`src/rtl/boot_loader.sv`:
```
// Loads a length-prefixed little-endian image from a valid/ready byte stream into
// instruction memory, then releases the core. Trailing checksum byte: BOOT_LOADER_CHECKSUM_EN.
module boot_loader #(
    parameter int WORD_NUM    = 256,
    parameter int RELEASE_DLY = 2
) (
    input  logic        clk,
    input  logic        rst_n,
    input  logic        byte_valid,
    input  logic [7:0]  byte_data,
    output logic        byte_ready,
    output logic [31:0] Inst_addr_load,
    output logic [31:0] Inst_load,
    output logic        load_en,
    output logic        core_rst_n,
    output logic        done,
    output logic        err
);

`ifdef BOOT_LOADER_CHECKSUM_EN
    typedef enum logic [2:0] {S_LEN0, S_LEN1, S_DATA, S_CHK, S_WAIT, S_RUN, S_ERR} state_t;
`else
    typedef enum logic [2:0] {S_LEN0, S_LEN1, S_DATA, S_WAIT, S_RUN, S_ERR} state_t;
`endif

    state_t      r_state;
    state_t      w_next;
    logic [15:0] r_len;
    logic [15:0] r_word_idx;
    logic [15:0] r_dly_cnt;
    logic [1:0]  r_byte_cnt;
    logic [23:0] r_word;
    logic        r_byte_ready;
    logic        r_load_en;
    logic        r_core_rst_n;
    logic        r_done;
    logic        r_err;
    logic [31:0] r_addr;
    logic [31:0] r_inst;
`ifdef BOOT_LOADER_CHECKSUM_EN
    logic [7:0]  r_sum;
`endif

    logic        w_accept;
    logic        w_word_done;
    logic        w_last_word;
    logic        w_next_ready;
    logic [15:0] w_len;

    assign w_accept     = byte_valid && r_byte_ready;
    assign w_len        = {byte_data, r_len[7:0]};
    assign w_last_word  = (r_word_idx == r_len - 16'd1);
    assign w_word_done  = (r_state == S_DATA) && w_accept && (r_byte_cnt == 2'd3);
    assign w_next_ready = !(w_next inside {S_WAIT, S_RUN});

    // NOTE: sequential state uses non-blocking assignments so every flop samples pre-edge values.
    always_ff @(posedge clk or negedge rst_n) begin
        if (!rst_n) begin
            r_state <= S_LEN0;
        end else begin
            r_state <= w_next;
        end
    end

    // NOTE: w_next gets its default before the case so no path leaves it unassigned (no latch).
    always_comb begin
        w_next = r_state;
        case (r_state)
            S_LEN0: if (w_accept) w_next = S_LEN1;
            S_LEN1: begin
                if (w_accept) begin
                    if ({16'd0, w_len} > 32'(WORD_NUM)) w_next = S_ERR;
                    else if (w_len == 16'd0)            w_next = S_WAIT;
                    else                                w_next = S_DATA;
                end
            end
            S_DATA: begin
                if (w_word_done && w_last_word) begin
`ifdef BOOT_LOADER_CHECKSUM_EN
                    w_next = S_CHK;
`else
                    w_next = S_WAIT;
`endif
                end
            end
`ifdef BOOT_LOADER_CHECKSUM_EN
            S_CHK: if (w_accept) w_next = (byte_data == r_sum) ? S_WAIT : S_ERR;
`endif
            S_WAIT: if (r_dly_cnt == 16'(RELEASE_DLY - 1)) w_next = S_RUN;
            S_RUN:  w_next = S_RUN;
            S_ERR:  w_next = S_ERR;
            default: w_next = S_ERR;
        endcase
    end

    always_ff @(posedge clk or negedge rst_n) begin
        if (!rst_n) begin
            r_len        <= '0;
            r_word_idx   <= '0;
            r_dly_cnt    <= '0;
            r_byte_cnt   <= '0;
            r_word       <= '0;
            r_byte_ready <= 1'b0;
            r_load_en    <= 1'b0;
            r_core_rst_n <= 1'b0;
            r_done       <= 1'b0;
            r_err        <= 1'b0;
            r_addr       <= '0;
            r_inst       <= '0;
`ifdef BOOT_LOADER_CHECKSUM_EN
            r_sum        <= '0;
`endif
        end else begin
            if (w_accept && r_state == S_LEN0) r_len[7:0]  <= byte_data;
            if (w_accept && r_state == S_LEN1) r_len[15:8] <= byte_data;

            if (w_accept && r_state == S_DATA) begin
                r_byte_cnt <= r_byte_cnt + 2'd1;
`ifdef BOOT_LOADER_CHECKSUM_EN
                r_sum      <= r_sum + byte_data;
`endif
                case (r_byte_cnt)
                    2'd0:    r_word[7:0]   <= byte_data;
                    2'd1:    r_word[15:8]  <= byte_data;
                    2'd2:    r_word[23:16] <= byte_data;
                    default: r_word        <= r_word;
                endcase
            end

            // The top byte goes straight into the output word; no 4th staging byte is needed.
            r_load_en <= w_word_done;
            if (w_word_done) begin
                r_inst     <= {byte_data, r_word};
                r_addr     <= {14'd0, r_word_idx, 2'b00};
                r_word_idx <= r_word_idx + 16'd1;
            end

            r_dly_cnt    <= (r_state == S_WAIT) ? r_dly_cnt + 16'd1 : 16'd0;
            r_byte_ready <= w_next_ready;
            r_core_rst_n <= (w_next == S_RUN);
            r_done       <= (w_next == S_RUN);
            r_err        <= r_err || (w_next == S_ERR);
        end
    end

    assign byte_ready     = r_byte_ready;
    assign load_en        = r_load_en;
    assign Inst_addr_load = r_addr;
    assign Inst_load      = r_inst;
    assign core_rst_n     = r_core_rst_n;
    assign done           = r_done;
    assign err            = r_err;

endmodule

```
`config.mk`:
```
export PLATFORM = sky130hd
export DESIGN_NAME = boot_loader
export DESIGN_NICKNAME = d
export VERILOG_FILES = /design/src/rtl/boot_loader.sv
export SDC_FILE = /design/constraint.sdc
export NUM_CORES = 1
export LEC_CHECK = 0
export ABC_AREA = 1
export CAP_MARGIN = 20
export CORE_UTILIZATION = 55
export DETAILED_ROUTE_END_ITERATION = 16
export GPL_TIMING_DRIVEN = 1
export PLACE_DENSITY = 0.89
export SLEW_MARGIN = 15
export SYNTH_ARGS = -nofsm -noshare
export SYNTH_HDL_FRONTEND = slang
export SYNTH_SLANG_ARGS = --single-unit
```
`constraint.sdc`:
```
create_clock -name clk -period 2.9 [get_ports clk]
set_input_delay 0.58 -clock clk [delete_from_list [all_inputs] [get_ports clk]]
set_output_delay 0.58 -clock clk [all_outputs]
set_load 0.01 [all_outputs]
```
* Yosys cells after proc, flatten, opt, wreduce, memory -nomap -nowiden
Index checks and enable logic that the tools add are counted.
** Word-level totals
- Bits in registers :: 129
- Latch bits :: 0
- Bits in writable memories :: 0
- Bits in read-only memories :: 0
- Output and inout bits :: 69
- Word-level logic and storage cells :: 55
- Memories kept :: 0
** Cells by class
- $add $sub $neg :: 4
- Multipliers :: 0
- Divide/modulo/power cells :: 0
- $lt $le $gt $ge :: 1
- Equality and inequality tests :: 12
- Shifts and indexed selects :: 0
- Muxes and demuxes :: 8
- Bitwise gates (word level) :: 0
- Reduce and logical (&&, ||, !) cells :: 15
** Operator list (count)
- $add A16 B1 Y16 const B :: 2
- $eq A16 B1 Y1 const B :: 1
- $eq A16 B16 Y1 :: 1
- $gt A16 B9 Y1 const B :: 1
- $logic_not A16 Y1 :: 1
- $mux W16 :: 1
- $sub A16 B1 Y16 const B :: 1
- $mux W3 :: 5
- $pmux W3 S5 :: 1
- $eq A3 B2 Y1 const B :: 3
- $eq A3 B3 Y1 const B :: 3
- $logic_and A1 B1 Y1 :: 6
- $reduce_and A2 Y1 :: 3
- $eq A2 B2 Y1 const B :: 2
- $eq A3 B1 Y1 const B :: 1
- $logic_not A3 Y1 :: 1
- $add A2 B1 Y2 const B :: 1
- $eq A2 B1 Y1 const B :: 1
- $logic_not A2 Y1 :: 1
- $reduce_bool A2 Y1 :: 1
- $logic_not A1 Y1 :: 1
- $logic_or A1 B1 Y1 :: 1
- $mux W1 :: 1

* Logic depth before layout (Yosys ltp)
Gate-level depths: netlist of the first run.
- Depth in word-level cells :: 9
- Mapped depth :: 15
- Depth with buffers taken out :: 15

* Worst setup path after synthesis of the first run
Ideal clock, no wire load.
- Kind :: input to register
- From :: in byte_valid
- To :: reg r_word_idx[15]
- Arrival :: 1613 ps
- Required time :: 2776 ps
- Path slack :: 1163 ps
- Cell stages on the path :: 10
- Path buffers :: 0
- Path through :: nand2_1 -> inv_1 -> nand3_4 -> nor2_8 -> nand2_2 -> nor2_4 -> nand2_2 -> nor2_4 -> nand4_1 -> xor2_1
** On the way
- Word-level cells in the longest chain between the ends :: 3
** RTL lines
- from (decl) :: RTL line 9 : input logic byte_valid,
- $logic_and A1 B1 Y1 :: RTL line 50 : assign w_accept = byte_valid && r_byte_ready;
- $logic_and A1 B1 Y1 (2 in a row) :: RTL line 53 : assign w_word_done = (r_state == S_DATA) && w_accept && (r_byte_cnt == 2'd3);
- to (signal assigned) :: RTL line 135 : r_word_idx <= r_word_idx + 16'd1;
- to (decl) :: RTL line 29 : logic [15:0] r_word_idx;
Every way passes these cells.
A chain may end at the register's enable or synchronous reset.

* Final worst setup path of the first run
- From :: reg r_inst[13], in the netlist Inst_load[13]
- To :: out Inst_load[13]
** RTL lines
- from (decl) :: RTL line 39 : logic [31:0] r_inst;
- from (signal assigned) :: RTL line 133 : r_inst <= {byte_data, r_word};
- to (decl) :: RTL line 13 : output logic [31:0] Inst_load,
No word-level cell between the ends.

==> results of run 1 <==
## worst max path at each step
stage | start | end | cells after the start
after global routing | r_len[0] | byte_ready | 11
after floorplan | byte_valid | r_word_idx[15] | 10
after global placement | byte_valid | r_word_idx[15] | 11
after detailed placement | byte_valid | r_word_idx[12] | 9
after CTS | Inst_load[13] | Inst_load[13] | 1
final | Inst_load[13] | Inst_load[13] | 1
## Yosys cell counts (all sizes together)
library cell and number:
or4 1, buf 21, nor3 11, xnor3 1, nand4 11, o221ai 1
xor2 21, and2 1, nor4 2, dfrtp 129, xnor2 6, a31oi 1
conb 1, nand3 28, nand3b 3, nor2 54, ha 8, a21oi 15
clkbuf 14, o211ai 1, nand2 240, o21ai 73, or2 1, inv 70
## cell type report
class,instances,area (um^2)
clock buffers,21,449
clock inverters,10,86.3
fillers,776,3200
inverters,70,263
multi-input cells,495,2380
flip-flops and latches,129,3230
well taps,136,170
repair buffers,70,693
## report_power, final
group	internal (mW)	switching (mW)
combinational	0.0186	0.0658
sequential	1.80	0
clock	1.17	0.765
## sequential cells by signal, summed over array words and instances, names as in the netlist
signal / cells
r_word_idx: 16
Inst_addr_load: 16
err: 1
load_en: 1
done: 1
r_len: 16
r_dly_cnt: 16
r_word: 24
r_byte_cnt: 2
byte_ready: 1
r_state: 3
Inst_load: 32
## cell families (layout without fill, tap and decap cells)
family | after synthesis | count (layout) | synth area share
fa+ha+maj | 8 | 8 | 0.0167
buf+inv | 105 | 171 | 0.0766
compound gates | 91 | 91 | 0.0771
flops | 129 | 129 | 0.537
other cells | 1 | 16 | 0.000624
xor+xnor | 28 | 28 | 0.0431
simple gates | 352 | 352 | 0.249
## per-stage QoR
step                      cells  worst slack (ns)   util  instance area, um^2
after global routing        931             0.695  0.694                 7270
final                       931             0.820  0.694                 7270
after detailed placement    900             0.488  0.643                 6730
after floorplan             729              1.16      -                 6060
after global placement      900             0.565  0.643                 6730
after CTS                   931             0.810  0.694                 7270
## placed cells by master, fill, tap and decap left out, drive strengths merged
cell type,netlist,final
nand2,240,240
dfrtp,129,129
o21ai,73,73
inv,70,71
clkdlybuf4s50,0,62
nor2,54,54
nand3,28,28
xor2,21,21
clkbuf,14,21
conb,1,16
a21oi,15,15
nand4,11,11
nor3,11,11
ha,8,8
buf,21,8
xnor2,6,6
clkinv,0,5
nand3b,3,3
clkinvlp,0,3
nor4,2,2
or2,1,1
o211ai,1,1
o221ai,1,1
xnor3,1,1
and2,1,1
or4,1,1
a31oi,1,1
bufinv,0,1
## metal layers
layer  vias to the layer above  global-route usage
li1                       2371                   -
met1                      2387               0.311
met2                       187               0.476
met3                        44              0.0570
met4                         0               0.120
met5                         -                   0
==> results.ini, run 1 <==
[clock_tree]
postCtsSetupBuffers=0
root_buffer=clkbuf_8
cts_sinks=129
cts_hold_buf=0
path_clk_slew_ns=0.06
h-tree-depth=4
clockBufferDepth=2
clk_latency_ns=0.53
cts_resized=0
tritoncts=done
numCtsBuffers=17

[global_routing]
grt_pass1_vias=4962
gr-total-overflow=0
grt_usage=0.268
grt_max_degree=59
grt_antenna_before_repair=0
grt_pass1_wl_mm=23.2

[critical_path]
cp.arrival_ns=1.50
crit_type=reg2out
r2r_start=r_len[0]
worst_path_max_delay_cell=clkdlybuf4s50_1
rr_endpoint=byte_ready
critical-path-top-delay-family=buffers and inverters
ff2ff_path_depth=11
reg2reg_slack_ns=0.87
cp.required_ns=2.32
critPathMaxFanout=2
path_cells=clkdlybuf4s50_1
cp-start-kind=register
crit_buf_inv=1
end_kind=output pin
slowest_delay_ns=0.59

[sta]
hold_viol_final=0
finalMaxSlewViolations=0
max_slew_margin=0.580
fin_skew_ns=0.00753
fin_setup_tns_ns=0
hold_slack_ns=0.0853
setup_viol=0
rsz0062_at_grt=no
worstMarginPinSlew_ns=0.630
timing.final.crit_share=0.717
fmax_mhz=481
period_needed_ns=2.08

[detailed_routing]
topRoutingLayerUsed=met4
ant_nets=0
route.detailed.drc=0
via_count=4989
wl_met2_mm=7.32
first_iter_violations=327
viasPerCell=5.36
drtPass1Iterations=6
avgRoutedWirePerCell_um=15.3
routedLengthMet1_mm=5.76
wl_met3_um=675
routed_wl_mm=14.2

[synthesis]
yosys_warnings=0
ys_ff_latch=129
syn_area_per_cell_um2=8.41
synth_area_leaders=dfrtp_1 (54%), nand2_1 (15%), o21ai_0 (6.1%)
seq_area_frac_synth=0.537
syn_inst=714
synth_cell_types=33
synth_area_leader_cell=dfrtp_1
synth_area_um2=6010
synth_top_area_frac=0.537

[die]
die_area_um2=11300
dieWidth_um=107
start_util=0.574
die-height_um=107
io_pins=80
fp-row-count=37
core_um2=10500

[layout]
nets=802
antenna_cells=0
layout-drive-gt1-share=0.0654
area_growth_pct=20.9

[placed_design]
place_congestion=0.815
place.detailed.hpwl_mm=9.65
portBuffers=63

[pwr]
p_leak_nw=3.60
total_power_mw=3.82
power.density_nw_per_um2=526
ir_worst_vdd_uv=254

[job]
cap_violations=0

[status]
status=finished clean

[worst_hold_path]
hp-class=in2async

No activity file was read; power rests on OpenSTA's default activity.
==> run 2: changes to the inputs <==
clock period = 2.03 ns   (was 2.9 ns; I/O delays follow)
==> run 2 against run 1 <==
First-iteration DRC count increased by 34%. Flip-flop and latch count unchanged. Largest cell class unchanged. Core utilization increased by 2.5 points.
==> results.ini, run 2 (synthesis results as in run 1) <==
[critical_path]
end_kind=register
rr_endpoint=r_dly_cnt[14]
cp.required_ns=2.45
crit_end=r_dly_cnt[14]
crit_type=reg2reg
r2r_start=r_dly_cnt[0]
reg2reg_slack_ns=0.09
cp-start-kind=register
cp-startpoint=r_dly_cnt[0]
critPathMaxFanout=4
cp.arrival_ns=2.36
ff2ff_path_depth=12

[die]
io_pins=80
die-height_um=107
start_util=0.574
die_area_um2=11300
core_um2=10500
fp-row-count=37
dieWidth_um=107

[pwr]
power.density_nw_per_um2=749
ir_worst_vdd_uv=621
total_power_mw=5.64
p_leak_nw=3.73

[sta]
hold_viol_final=0
period_needed_ns=1.94
fin_skew_ns=0.00507
setup_viol=0
timing.final.ws_setup_ns=0.0859
fmax_mhz=514
finalMaxSlewViolations=0
timing.final.crit_share=0.958

[layout]
layout_commonest_cell=nand2_1
largest_reg_flops=32
design_area_um2=7520
layout-drive-gt1-share=0.0966
utilization=0.719
area_growth_pct=25.2
antenna_cells=0
nets=824
layout_common_cells=nand2_1 (238), dfrtp_1 (129), o21ai_0 (73)

[clock_tree]
cts_sinks=129
numCtsBuffers=17
path_clk_slew_ns=0.06
clk_latency_ns=0.53
h-tree-depth=4
tritoncts=done
clockBufferDepth=2
root_buffer=clkbuf_8

[global_routing]
gr-total-overflow=0
grt_pass1_wl_mm=24.8
grt_pass1_vias=5231
grt_antenna_before_repair=0
grt_max_degree=43
grt_usage=0.285

[placed_design]
dpl_cell_area_um2=6910
portBuffers=63
place.detailed.hpwl_mm=9.87
place_ws_ns=-0.0814
place_congestion=0.987

[detailed_routing]
drtPass1Iterations=8
ant_nets=0
viasPerCell=5.48
routed_wl_mm=15.0
first_iter_violations=439
avgRoutedWirePerCell_um=15.7
route.detailed.drc=0
via_count=5230

[job]
cap_violations=0

[status]
status=finished clean

[worst_hold_path]
hp-class=in2async

-- run 2: routing by layer --
layer | GRT usage | vias up | routed length, um
met4 | 0.129 | 0 | 523
met2 | 0.485 | 248 | 7550
li1 | - | 2403 | -
met1 | 0.341 | 2513 | 5990
met5 | 0 | - | 0
met3 | 0.0717 | 66 | 960
-- run 2: how the worst min path moves through the flow --
stage | to | slack (ns) | depth (start not counted)
final | r_word[1] | 0.40 | 2
after global routing | r_word[1] | 0.43 | 2
after CTS | r_word[1] | 0.40 | 2
after detailed placement | Inst_load[1] | 0.40 | 1
after global placement | load_en | 0.39 | 1
after floorplan | Inst_addr_load[10] | 0.11 | 0
-- run 2: final cells by class --
type / count / area [um^2]
clock buffers: 20 / 435
clock inverters: 12 / 135
fillers: 706 / 2940
inverters: 70 / 263
multi-input cells: 495 / 2410
flip-flops and latches: 129 / 3230
well taps: 136 / 170
repair buffers: 92 / 886
-- run 2: critical path: stages, from the launching register on --
cell and delay (ns):
dfrtp_1 0.39, ha_1 0.23, nand3_2 0.13, nor2_2 0.14
nand2_1 0.08, nor2_2 0.13, nand3_1 0.09, inv_1 0.10
nand2_1 0.08, nor2_2 0.14, inv_1 0.08, o21ai_0 0.17
nor2_1 0.06
-- run 2: report_power, final --
part / internal (mW) / switching (mW) / leakage [nW]
Clock: 1.78 / 1.15 / 0.267
Combinational: 0.0381 / 0.0971 / 1.73
Sequential: 2.57 / 0 / 1.73
-- run 2: timing repair --
item	CTS	global route
endpoints found under the hold margin	34	0
resized for setup	0	7
endpoints found under the setup margin	0	5
hold buffers	1	0
setup buffers	0	1
-- run 2: through the flow --
step	setup TNS [ns]	cells	hold WS [ns]
global route	-0.0529	954	0.431
finish	0	954	0.404
global placement	-0.0216	920	0.389
floorplan	0	729	0.110
detailed placement	-0.737	920	0.398
CTS	0	953	0.401
